### src/rtl/iserdes_align_ctrl.sv
// Word-alignment controller for one ISERDESE2 lane, clocked in the CLKDIV domain.
// The controller issues spaced BITSLIP pulses until the training word has been seen
// on MATCH_COUNT consecutive valid words. Retries are bounded, and retrain restarts it.
// Optional statistics outputs are enabled by defining ISERDES_ALIGN_STATS_EN.
module iserdes_align_ctrl #(
   parameter int unsigned DATA_WIDTH    = 8,
   parameter logic [7:0]  TRAIN_PATTERN = 8'h0A,
   parameter int unsigned MATCH_COUNT   = 16,
   parameter int unsigned SETTLE_CYCLES = 3,
   parameter int unsigned MAX_SLIPS     = 8,
   parameter int unsigned MAX_SWEEPS    = 4
) (
   input  logic                  clk,
   input  logic                  rst,
   input  logic                  en,
   input  logic                  locked_in,
   input  logic                  retrain,
   input  logic [DATA_WIDTH-1:0] q,
   input  logic                  q_valid,
   output logic                  bitslip,
   output logic                  aligned,
   output logic                  align_fail,
   output logic [3:0]            slip_count,
   output logic [DATA_WIDTH-1:0] data_out,
   output logic                  data_valid,
   output logic [2:0]            state
`ifdef ISERDES_ALIGN_STATS_EN
   ,
   output logic [7:0]            relock_cnt,
   output logic [15:0]           total_slips
`endif
);

   localparam int unsigned SETTLE_W = $clog2(SETTLE_CYCLES + 1);

   localparam logic [DATA_WIDTH-1:0] PATTERN     = TRAIN_PATTERN[DATA_WIDTH-1:0];
   localparam logic [DATA_WIDTH-1:0] ALL_ONES    = '1;
   localparam logic [7:0]            MATCH_LIM   = 8'(MATCH_COUNT);
   localparam logic [3:0]            SLIP_LIM    = 4'(MAX_SLIPS);
   localparam logic [3:0]            SWEEP_LIM   = 4'(MAX_SWEEPS);
   localparam logic [SETTLE_W-1:0]   SETTLE_LAST = SETTLE_W'(SETTLE_CYCLES - 1);

   typedef enum logic [2:0] {
      ST_IDLE   = 3'd0,
      ST_SAMPLE = 3'd1,
      ST_SLIP   = 3'd2,
      ST_SETTLE = 3'd3,
      ST_VERIFY = 3'd4,
      ST_LOCKED = 3'd5,
      ST_FAIL   = 3'd6
   } state_e;

   state_e              cur_state;
   logic [7:0]          match_cnt;
   logic [3:0]          sweep_cnt;
   logic [SETTLE_W-1:0] settle_cnt;
   logic                pat_hit;
   logic                idle_word;

   assign state     = cur_state;
   assign pat_hit   = (q == PATTERN);
   assign idle_word = (q == ALL_ONES);

   // Alignment FSM with registered outputs; enable/lock loss and retrain take priority
   always_ff @(posedge clk or negedge rst) begin
      if (!rst) begin
         cur_state  <= ST_IDLE;
         bitslip    <= 1'b0;
         aligned    <= 1'b0;
         align_fail <= 1'b0;
         slip_count <= 4'd0;
         match_cnt  <= 8'd0;
         sweep_cnt  <= 4'd0;
         settle_cnt <= '0;
         data_out   <= '0;
         data_valid <= 1'b0;
      end else begin
         // bitslip is a single-cycle pulse unless re-armed below
         bitslip <= 1'b0;
         if (!en || !locked_in) begin
            cur_state  <= ST_IDLE;
            aligned    <= 1'b0;
            align_fail <= 1'b0;
            slip_count <= 4'd0;
            match_cnt  <= 8'd0;
            sweep_cnt  <= 4'd0;
            settle_cnt <= '0;
            data_valid <= 1'b0;
         end else if (retrain) begin
            cur_state  <= ST_SAMPLE;
            aligned    <= 1'b0;
            align_fail <= 1'b0;
            slip_count <= 4'd0;
            match_cnt  <= 8'd0;
            sweep_cnt  <= 4'd0;
            settle_cnt <= '0;
            data_valid <= 1'b0;
         end else begin
            case (cur_state)
               ST_IDLE: cur_state <= ST_SAMPLE;
               ST_SAMPLE: begin
                  if (q_valid) begin
                     if (pat_hit) begin
                        match_cnt <= 8'd1;
                        cur_state <= (MATCH_LIM == 8'd1) ? ST_LOCKED : ST_VERIFY;
                     end else if (!idle_word) begin
                        if (slip_count < SLIP_LIM) begin
                           bitslip    <= 1'b1;
                           slip_count <= slip_count + 4'd1;
                           cur_state  <= ST_SLIP;
                        end else begin
                           // sweep exhausted without a match: start a new sweep or give up
                           slip_count <= 4'd0;
                           if ((sweep_cnt + 4'd1) >= SWEEP_LIM) begin
                              sweep_cnt  <= SWEEP_LIM;
                              align_fail <= 1'b1;
                              cur_state  <= ST_FAIL;
                           end else begin
                              sweep_cnt <= sweep_cnt + 4'd1;
                           end
                        end
                     end
                  end
               end
               ST_SLIP: begin
                  settle_cnt <= '0;
                  cur_state  <= ST_SETTLE;
               end
               ST_SETTLE: begin
                  if (settle_cnt == SETTLE_LAST) begin
                     cur_state <= ST_SAMPLE;
                  end else begin
                     settle_cnt <= settle_cnt + SETTLE_W'(1);
                  end
               end
               ST_VERIFY: begin
                  if (q_valid) begin
                     if (!pat_hit) begin
                        match_cnt <= 8'd0;
                        cur_state <= ST_SAMPLE;
                     end else if ((match_cnt + 8'd1) >= MATCH_LIM) begin
                        match_cnt <= MATCH_LIM;
                        cur_state <= ST_LOCKED;
                     end else begin
                        match_cnt <= match_cnt + 8'd1;
                     end
                  end
               end
               ST_LOCKED: begin
                  aligned    <= 1'b1;
                  data_out   <= q;
                  data_valid <= q_valid;
               end
               ST_FAIL: align_fail <= 1'b1;
               default: cur_state <= ST_IDLE;
            endcase
         end
      end
   end

`ifdef ISERDES_ALIGN_STATS_EN
   logic was_locked;
   logic locked_once;

   // Saturating relock and bitslip statistics, cleared only by reset
   always_ff @(posedge clk or negedge rst) begin
      if (!rst) begin
         was_locked  <= 1'b0;
         locked_once <= 1'b0;
         relock_cnt  <= 8'd0;
         total_slips <= 16'd0;
      end else begin
         was_locked <= (cur_state == ST_LOCKED);
         if ((cur_state == ST_LOCKED) && !was_locked) begin
            locked_once <= 1'b1;
            if (locked_once && (relock_cnt != 8'hFF)) begin
               relock_cnt <= relock_cnt + 8'd1;
            end
         end
         if (bitslip && (total_slips != 16'hFFFF)) begin
            total_slips <= total_slips + 16'd1;
         end
      end
   end
`endif

endmodule

### config.mk
export PLATFORM = sky130hd
export DESIGN_NAME = iserdes_align_ctrl
export DESIGN_NICKNAME = d
export VERILOG_FILES = /design/src/rtl/iserdes_align_ctrl.sv
export SDC_FILE = /design/constraint.sdc
export NUM_CORES = 1
export LEC_CHECK = 0
export CAP_MARGIN = 25
export CORE_AREA = 2 2 55 69
export CTS_BUF_LIST = sky130_fd_sc_hd__clkbuf_4
export CTS_CLUSTER_SIZE = 16
export DETAILED_ROUTE_END_ITERATION = 16
export DIE_AREA = 0 0 57 71
export GPL_ROUTABILITY_DRIVEN = 0
export GPL_TIMING_DRIVEN = 0
export PLACE_DENSITY = 0.87
export SLEW_MARGIN = 30
export SYNTH_ARGS = -nofsm -noshare
export SYNTH_HDL_FRONTEND = slang
export SYNTH_SLANG_ARGS = --single-unit
### constraint.sdc
create_clock -name clk -period 2.12 [get_ports clk]
set_input_delay 0.212 -clock clk [delete_from_list [all_inputs] [get_ports clk]]
set_output_delay 0.212 -clock clk [all_outputs]
set_load 0.005 [all_outputs]
==> impl_metrics.csv <==
group,metric,value,unit
sta,max_freq,502,MHz
worst_setup_path,cp.required,2.36,ns
pwr,ir_worst_vdd,0.434,mV
synthesis,synth_warnings,0,
sta,tightest_slew,0.524,ns
synthesis,synth.distinct_cells,50,
sta,clock_skew,0.00707,ns
worst_setup_path,worst-path-max-fanout,10,
global_route,grt_util_all_layers,0.211,
die,fp.dieW,57,microns
synthesis,yosys.area.top_type,"dfrtp_1",
placement,dp_slack,-0.243,ns
worst_setup_path,arrival,2.23,ns
die,row_count,24,
routing,via_per_inst,5.70,
clocking,clk_latency,0.35,ns
synthesis,synthTopCellsByArea,"dfrtp_1, mux2_2, a21oi_1",
clocking,cts.sinks,33,
placement,dp_hpwl,2.73,mm
clocking,cts_buffer_depth,2,
synthesis,yosysSeqAreaShare,0.468,
die,core,3420,sq um
die,io_pins,33,
die,start_util,0.515,
final_layout,final_cells,256,
sta,fin_crit_sh,0.940,
synthesis,synth_edf_count,0,
sta,tns,0,ns
placement,placed_cell_area,2160,sq um
sta,grt_setup_unrepaired,"false",
sta,slew_violations,0,
global_route,grt_max_degree,21,
outcome,status,"finished, final reports clean",
synthesis,syn_inst,173,
pwr,powerDensity,492,nW/um^2
final_layout,finalInstanceArea,2250,sq um
placement,dp_cells,245,
die,fp.dieArea,4050,sq um
synthesis,synth_seq_cells,33,
global_route,grt_pass1_wl,6.67,mm
synthesis,syn_nets,191,
sta,whs,0.301,ns
routing,drcViolationCount,0,
synthesis,synth_flop_cell,"dfrtp_1",
routing,routedWlPerCell,14.7,microns
sta,post-route-min-period,1.99,ns
pwr,p_leak,0.952,nW
synthesis,yosys.area.top_type_share,0.468,
routing,dr.pass1.iters,4,
synthesis,postSynthAreaPerCell,10.2,sq um
clocking,cts_root_buf,"clkbuf_4",
routing,postRouteWirelength,3.75,mm
clocking,cts_buffers,5,
clocking,cts.clk_slew.worst_paths,0.10,ns
sta,layout_setup_ws,0.128,ns
routing,dr.first_iter.drc_count,23,
job,drv_cap,0,
worst_setup_path,crit_path_end_kind,"flop",
routing,antenna_left,0,
final_layout,area_growth,27.7,%
worst_setup_path,cp-start-kind,"flop",
worst_setup_path,crit_type,"reg2reg",
final_layout,antennaDiodeCount,0,
sta,finalSetupViolCount,0,
clocking,cts_tree,"built",
final_layout,drive_above_1_share,0.161,
placement,portBuffers,32,
sta,slew_headroom,0.651,
global_route,grt_pass1_vias,1481,
die,die_h,71,microns
sta,finalHoldViolations,0,
clocking,htreeDepth,2,
min_path,hold_class,"in2async",
synthesis,syn_area,1760,sq um
final_layout,fin_util,0.658,
final_layout,nNetsFinal,234,
global_route,overflow,0,
synthesis,synth-async-reset-ratio,1.00,
routing,num_vias,1460,
global_route,antenna_found_initial,0,
pwr,report.power.total,1.11,mW
layer usage:
layer  global-route usage  part of all wire
met5                    0                 0
met4               0.0853             0.019
met3               0.0494             0.037
met2                0.352              0.52
met1                0.263              0.42
Yosys cell counts (all sizes together) (2+ instances only):
| library cell | count |
|---|---|
| dfrtp | 33 |
| a21oi | 15 |
| nand2 | 13 |
| nor2 | 13 |
| mux2 | 9 |
| o21ai | 8 |
| nand4 | 6 |
| nor3 | 6 |
| buf | 5 |
| inv | 5 |
| mux2i | 5 |
| nor2b | 5 |
| and2 | 4 |
| ha | 4 |
| nand3 | 4 |
| nand3b | 3 |
| o41ai | 3 |
| a21bo | 2 |
| a21o | 2 |
| a22oi | 2 |
| and3 | 2 |
| nand2b | 2 |
| xnor2 | 2 |
registers in the layout, summed over array words and instances, names as in the netlist:
name / flops
align_fail: 1
aligned: 1
bitslip: 1
data_out: 8
data_valid: 1
match_cnt: 8
settle_cnt: 2
slip_count: 4
state: 3
sweep_cnt: 4
timing repair:
action                     CTS  global route
hold endpoints to repair    13             0
hold buffers                 1             0
setup endpoints to repair    0             2
gates resized for setup      0             3
setup buffers                0             2
critical path: stages (launching register included):
cell and delay, ns:
dfrtp_1 0.41, buf_6 0.15, nor2b_4 0.14, or3b_4 0.41, a2111oi_4 0.42, nor2_1 0.09, mux2_2 0.27
where the power goes:
group / internal [mW] / switching (mW)
registers: 0.635 / 0.00344
logic: 0.0558 / 0.0558
clock network: 0.139 / 0.219
final cells by class:
cell class                      count  area, sq um
Buffer                              6         33.8
Clock buffer                        6         45.0
Clock inverter                      2         10.0
Fill cell                         291         1170
Inverter                            5         18.8
Multi-Input combinational cell    129          902
Sequential cell                    33          826
Tap cell                           39         48.8
Timing Repair Buffer               36          368
placed cells by master (no fill, tap or decap), types with 4 or more instances in the layout:
cell type	netlist	layout
dfrtp_1	33	33
clkdlybuf4s50_1	0	31
a21oi_1	15	15
nand2_1	13	13
nor2_1	13	12
mux2_2	9	9
nand4_1	6	6
o21ai_1	6	6
clkbuf_4	0	6
inv_1	5	5
nor3_1	5	5
mux2i_1	5	5
buf_2	3	4
nor2b_1	4	4
and2_1	4	4
nand3_1	4	4
ha_1	4	4
path summary, 6_finish.rpt:
path | slack [ns] | endpoint | from | cells after the start
max in group asynchronous | 1.40 | data_out[7] | rst | 3
max | 0.13 | state[0] | state[0] | 6
min in group clk | 0.52 | data_out[7] | data_out[7] | 1
min reg2reg | 0.52 | data_out[7] | data_out[7] | 1
min | 0.30 | align_fail | rst | 2
max reg2reg | 0.13 | state[0] | state[0] | 6
cell families after synthesis:
kind of cell	synth area share
simple gates	0.204
compound gates	0.174
flops	0.468
mux	0.0858
buf+inv	0.0298
fa+ha+maj	0.0284
xor+xnor	0.00993
Power figures use the tool's default switching activity.
